--- config.mk ---
export PLATFORM = sky130hd
export DESIGN_NAME = fc_layer_sched
export DESIGN_NICKNAME = d
export VERILOG_FILES = /design/src/rtl/fc_layer_sched_pkg.sv /design/src/rtl/fc_dot9.sv /design/src/rtl/fc_layer_sched.sv
export SDC_FILE = /design/constraint.sdc
export NUM_CORES = 2
export LEC_CHECK = 0
export CAP_MARGIN = 20
export CORE_ASPECT_RATIO = 1.4
export CORE_MARGIN = 1
export CORE_UTILIZATION = 50
export CTS_BUF_LIST = sky130_fd_sc_hd__clkbuf_4 sky130_fd_sc_hd__clkbuf_8
export DETAILED_ROUTE_END_ITERATION = 8
export GPL_TIMING_DRIVEN = 0
export PLACE_DENSITY = 0.77
export SYNTH_ARGS = -nofsm -noshare
export SYNTH_HDL_FRONTEND = slang
export SYNTH_HIERARCHICAL = 1
export SYNTH_SLANG_ARGS = --single-unit
--- constraint.sdc ---
create_clock -name clk -period 15.2 [get_ports clk]
set_input_delay 4.56 -clock clk [delete_from_list [all_inputs] [get_ports clk]]
set_output_delay 4.56 -clock clk [all_outputs]
set_load 0.05 [all_outputs]
--- src/rtl/fc_layer_sched_pkg.sv ---
// Shared constants for the FC layer scheduler and its dot-product datapath.
// State encoding and window lane geometry live here so the conv path can reuse them.
package fc_layer_sched_pkg;

  typedef logic [2:0] state_t;

  localparam state_t S_IDLE  = 3'd0;
  localparam state_t S_WAIT  = 3'd1;
  localparam state_t S_MAC   = 3'd2;
  localparam state_t S_DRAIN = 3'd3;
  localparam state_t S_OUT   = 3'd4;

  localparam int LANES  = 9;
  localparam int LANE_W = 8;
  localparam int WIN_W  = 72;
  localparam int PROD_W = 16;
  localparam int DOT_W  = 20;
  localparam int IDX_W  = 4;

endpackage

--- src/rtl/fc_dot9.sv ---
// Combinational signed 9-lane 8x8 dot product; lane i sits at bits [71-8i -: 8].
module fc_dot9
  import fc_layer_sched_pkg::*;
(
  input  logic        [WIN_W-1:0] i_a,
  input  logic        [WIN_W-1:0] i_b,
  output logic signed [DOT_W-1:0] o_dot
);

  logic signed [PROD_W-1:0] w_prod [LANES];

  for (genvar gi = 0; gi < LANES; gi++) begin : g_lane
    assign w_prod[gi] = $signed(i_a[WIN_W-1-LANE_W*gi -: LANE_W]) *
                        $signed(i_b[WIN_W-1-LANE_W*gi -: LANE_W]);
  end

  always_comb begin
    o_dot = '0;
    for (int i = 0; i < LANES; i++) begin
      o_dot = o_dot + {{(DOT_W-PROD_W){w_prod[i][PROD_W-1]}}, w_prod[i]};
    end
  end

endmodule

--- src/rtl/fc_layer_sched.sv ---
// Fully-connected layer sequencer: accumulates NUM_WIN windows against a weight ROM,
// streams NUM_OUT scores over a valid/ready port, then pulses the argmax class.
module fc_layer_sched
  import fc_layer_sched_pkg::*;
#(
  parameter int NUM_OUT = 10,
  parameter int NUM_WIN = 16,
  parameter int ACC_W   = 24,
  parameter int ADDR_W  = 8
) (
  input  logic                     clk,
  input  logic                     rst_n,
  input  logic                     start,
  input  logic                     fc_ready,
  input  logic        [WIN_W-1:0]  fc_data,
  output logic                     w_rd,
  output logic        [ADDR_W-1:0] w_addr,
  input  logic        [WIN_W-1:0]  w_data,
  output logic                     res_valid,
  input  logic                     res_ready,
  output logic        [IDX_W-1:0]  res_idx,
  output logic signed [ACC_W-1:0]  res_data,
  output logic                     class_valid,
  output logic        [IDX_W-1:0]  class_id,
  output logic                     busy,
  output logic                     overrun
);

  localparam int N_W = IDX_W + 1;

  state_t                   r_state, w_next;
  logic        [WIN_W-1:0]  r_win;
  logic        [N_W-1:0]    r_n;
  logic        [ADDR_W-1:0] r_win_cnt;
  logic        [IDX_W-1:0]  r_k, r_arg, r_class_id;
  logic signed [ACC_W-1:0]  r_acc [NUM_OUT];
  logic signed [ACC_W-1:0]  r_max;
  logic                     r_overrun, r_class_valid;

  logic signed [DOT_W-1:0]  w_dot;
  logic signed [ACC_W-1:0]  w_cur;
  logic w_last_mac, w_last_win, w_beat, w_last_beat, w_acc_en, w_take_max;

  fc_dot9 u_dot (.i_a(r_win), .i_b(w_data), .o_dot(w_dot));

  // Result port handshake: a beat transfers on a cycle with res_valid && res_ready;
  // res_idx/res_data are held stable while res_valid is high and res_ready is low.
  assign w_last_mac  = (r_n == N_W'(NUM_OUT-1));
  assign w_last_win  = (r_win_cnt == ADDR_W'(NUM_WIN-1));
  assign w_beat      = (r_state == S_OUT) && res_ready;
  assign w_last_beat = w_beat && (r_k == IDX_W'(NUM_OUT-1));
  // Weight data lags its read by one cycle, so acc[n-1] is updated while n is issued.
  assign w_acc_en    = ((r_state == S_MAC) && (r_n != '0)) || (r_state == S_DRAIN);
  assign w_take_max  = (r_k == '0) || (w_cur > r_max);

  always_comb begin
    w_cur = '0;
    for (int i = 0; i < NUM_OUT; i++) begin
      if (r_k == IDX_W'(i)) w_cur = r_acc[i];
    end
  end

  always_ff @(posedge clk or negedge rst_n) begin
    if (!rst_n) r_state <= S_IDLE;
    else        r_state <= w_next;
  end

  always_comb begin
    w_next = r_state;
    case (r_state)
      S_IDLE:  if (start)       w_next = S_WAIT;
      S_WAIT:  if (fc_ready)    w_next = S_MAC;
      S_MAC:   if (w_last_mac)  w_next = S_DRAIN;
      S_DRAIN: w_next = w_last_win ? S_OUT : S_WAIT;
      S_OUT:   if (w_last_beat) w_next = S_IDLE;
      default: w_next = S_IDLE;
    endcase
  end

  always_comb begin
    w_rd      = 1'b0;
    w_addr    = '0;
    res_valid = 1'b0;
    res_idx   = '0;
    res_data  = '0;
    busy      = (r_state != S_IDLE);
    case (r_state)
      S_MAC: begin
        w_rd   = 1'b1;
        w_addr = ADDR_W'(r_win_cnt * NUM_OUT) + ADDR_W'(r_n);
      end
      S_OUT: begin
        res_valid = 1'b1;
        res_idx   = r_k;
        res_data  = w_cur;
      end
      default: ;
    endcase
  end

  assign class_valid = r_class_valid;
  assign class_id    = r_class_id;
  assign overrun     = r_overrun;

  always_ff @(posedge clk or negedge rst_n) begin
    if (!rst_n) begin
      r_win         <= '0;
      r_n           <= '0;
      r_win_cnt     <= '0;
      r_k           <= '0;
      r_arg         <= '0;
      r_max         <= '0;
      r_overrun     <= 1'b0;
      r_class_valid <= 1'b0;
      r_class_id    <= '0;
      for (int i = 0; i < NUM_OUT; i++) r_acc[i] <= '0;
    end else begin
      r_class_valid <= 1'b0;
      case (r_state)
        S_IDLE: if (start) begin
          r_win_cnt  <= '0;
          r_class_id <= '0;
          for (int i = 0; i < NUM_OUT; i++) r_acc[i] <= '0;
        end
        S_WAIT: if (fc_ready) begin
          r_win <= fc_data;
          r_n   <= '0;
        end
        S_MAC:   r_n <= r_n + 1'b1;
        S_DRAIN: begin
          r_win_cnt <= r_win_cnt + 1'b1;
          r_k       <= '0;
        end
        S_OUT: if (w_beat) begin
          if (w_take_max) begin
            r_max <= w_cur;
            r_arg <= r_k;
          end
          if (w_last_beat) begin
            r_class_valid <= 1'b1;
            r_class_id    <= w_take_max ? r_k : r_arg;
          end else begin
            r_k <= r_k + 1'b1;
          end
        end
        default: ;
      endcase
      if (w_acc_en) begin
        for (int i = 0; i < NUM_OUT; i++) begin
          if (r_n == N_W'(i+1)) r_acc[i] <= r_acc[i] + {{(ACC_W-DOT_W){w_dot[DOT_W-1]}}, w_dot};
        end
      end
      // A start in IDLE clears the flag unless a window is dropped in that same cycle.
      if ((r_state == S_IDLE) && start) r_overrun <= fc_ready;
      else if (fc_ready && (r_state != S_WAIT)) r_overrun <= 1'b1;
    end
  end

endmodule

==> results.cfg <==
[status]
status = finished, violations left
violations = negative setup slack

[synth]
avgSynthCellArea_sq_um = 9.29
synth_enable_flop_cells = 0
postSynthCellCount = 5722
yosysWarnings = 6
ys_ff_latch = 366
synth_cell_types = 95
synth_area_sq_um = 53200
yosysSeqAreaShare_pct = 17.2
syn_nets = 7129
ys.flop_type = dfrtp_1
ys_async_sr_fraction_pct = 100

[sta]
setup-tns-final_ns = -34.78
drv_slew = 0
hold_violations = 0
fmax_ghz = 0.0622
grt_setup_unrepaired = true
worst_pin_slew_ns = 1.21
finalCritPeriodShare_pct = 106
final.setup_skew_ns = 0.0350
min_period_ns = 16.08
whs_ns = 0.488
relSlewSlack_pct = 18.9
finalWorstSetupSlack_ns = -0.882
setup_violations = 90

[grt]
grt_overflow_total = 0
busiest_layer = met2
use_met1_pct = 31.9
use_met2_pct = 54.4
use_met3_pct = 5.08
track_usage_pct = 30.8
grt_pass1_vias = 47400
grt_pass1_wl_um = 256000
antenna_found_initial = 10
grt_max_degree = 92

[clock_tree]
numCtsBuffers = 71
worst_skew_pair.late_latency_ns = 0.76
cts.clk_slew.worst_paths_ns = 0.07
cts_buffer_depth = 3
clock-sinks = 366
htree_levels = 3
root_buffer = clkbuf_8
cts_tree = done

[die]
die-area_sq_um = 108000
die_y_um = 388
core_sq_um = 105000
ios = 194
start_util_pct = 50.4
die_w_um = 278
rows = 141

[setup_path]
cpPeakStageDelay_ns = 0.65
startpoint = w_data[4]
worst-path-buf-inv = 9
reg2reg_depth = 43
crit_family = adder cells
crit_type = in2reg
critical_path.slowest_cell = fa_1
crit_path_max_fanout = 5
regToRegSetupSlack_ns = 2.47
endpoint = r_acc[215]
start_kind = input port
critical_path_arrival_ns = 16.74
reg2reg_from = r_win[4]
cp.depth = 44
rr_endpoint = r_acc[215]
crit_top_cell = fa_1
worstPathRequired_ns = 15.85
crit_path_end_kind = flop

[final_layout]
drive_gt1_share_pct = 14.7
final_cell_mix = 927 x inv_1, 703 x fa_1, 436 x ha_1, 366 x dfrtp_1, 344 x and2_1
area_growth_syn_to_layout_pct = 19.7
final_common_cell = inv_1
final_area_sq_um = 63600
fin_nets = 7585
instances_no_fill = 7598

[route]
routed_wl_um = 168000
drc = 0
viasPerCell = 5.91
drtPass1Iterations = 9
wire_per_inst_um = 22.2
ant_nets = 0
drt_iter0_drc = 2964
vias = 44900

[place]
place_congestion = 1.06
port_buffers = 190
dp_hpwl_um = 129000
dpl.cell_count = 7287
dpl_cell_area_sq_um = 58300

[job]
cap_viol_max_count = 0

[worst_hold_path]
hp-class = reg2reg
min_from = r_acc[167]
repair_timing:
item | in CTS | in global routing
gates resized for setup | 421 | 167
hold buffers | 0 | 0
pin swaps | 228 | 149
setup endpoints to repair | 134 | 115
buffers inserted | 131 | 49
gates cloned | 1 | 0
worst min path at each step:
stage / cells after the start / endpoint / slack (ns)
after floorplan: 1 / r_acc[23] / 0.45
after global placement: 1 / r_acc[143] / 0.46
after detailed placement: 1 / r_acc[167] / 0.47
after CTS: 1 / r_acc[167] / 0.48
after global routing: 1 / r_acc[23] / 0.50
final: 1 / r_acc[167] / 0.49
cell families after synthesis:
| family | synth area share, % |
|---|---|
| multiplexers | 2.51 |
| XOR/XNOR | 4.53 |
| AO/OA/AOI/OAI | 13.5 |
| AND/OR/NAND/NOR | 14.6 |
| adder cells (fa/ha/maj) | 39.8 |
| buffers and inverters | 7.79 |
| flip-flops | 17.2 |
area by class of cell:
type	instances	area, sq um
Multi-Input combinational cell	4265	43000
Fill cell	8532	41900
Sequential cell	366	9160
Timing Repair Buffer	385	3870
Inverter	950	3570
Tap cell	1358	1700
Clock buffer	101	1320
Buffer	139	581
Clock inverter	26	389
Antenna cell	8	20.0
cell usage after synthesis, types with 12 or more instances:
master	n	share of area [%]
a21o_1	90	1.3
a21oi_1	220	2.1
nor3_1	49	0.46
a221oi_1	28	0.46
o211ai_1	16	0.23
dfrtp_1	366	17
nand4_1	22	0.26
clkbuf_1	127	0.90
a221o_1	27	0.51
fa_1	724	27
o21a_1	53	0.75
xnor2_1	160	2.6
nand2b_1	78	0.92
nor3b_1	21	0.30
or3_1	15	0.18
o31ai_1	35	0.49
and2_1	360	4.2
a22oi_1	49	0.69
o22ai_1	27	0.32
ha_1	534	13
a211oi_1	33	0.47
nor2b_1	56	0.66
o21bai_1	34	0.48
mux2i_1	17	0.32
a31oi_1	22	0.26
xor2_1	115	1.9
inv_1	950	6.7
mux2_2	84	1.8
nor2_1	194	1.4
or2_2	13	0.15
nor4_1	12	0.14
nand2_1	350	2.5
o21ai_0	355	3.3
and3_1	17	0.20
nand3_1	277	2.6
flip-flops by register name, summed over array words and instances, names as in the netlist:
| register | cells |
|---|---|
| r_acc | 240 |
| r_win | 72 |
| r_max | 24 |
| r_win_cnt | 8 |
| r_n | 5 |
| class_id | 4 |
| r_arg | 4 |
| r_k | 4 |
| r_state | 3 |
| class_valid | 1 |
| overrun | 1 |
layer usage:
metal,share of wire [%],vias up
li1,-,20000
met1,33,22400
met2,50,1806
met3,6.2,765
met4,10,6
met5,0.024,-
stage by stage:
step	util, %	setup WS, ns
after floorplan	-	-0.841
after global placement	54.9	-7.90
after detailed placement	55.2	-3.58
after CTS	59.2	-0.640
after global routing	60.3	-1.15
final	60.3	-0.882
Power is not shown: default switching activity piles up to over one toggle a cycle in this logic, so the estimate is an artifact.
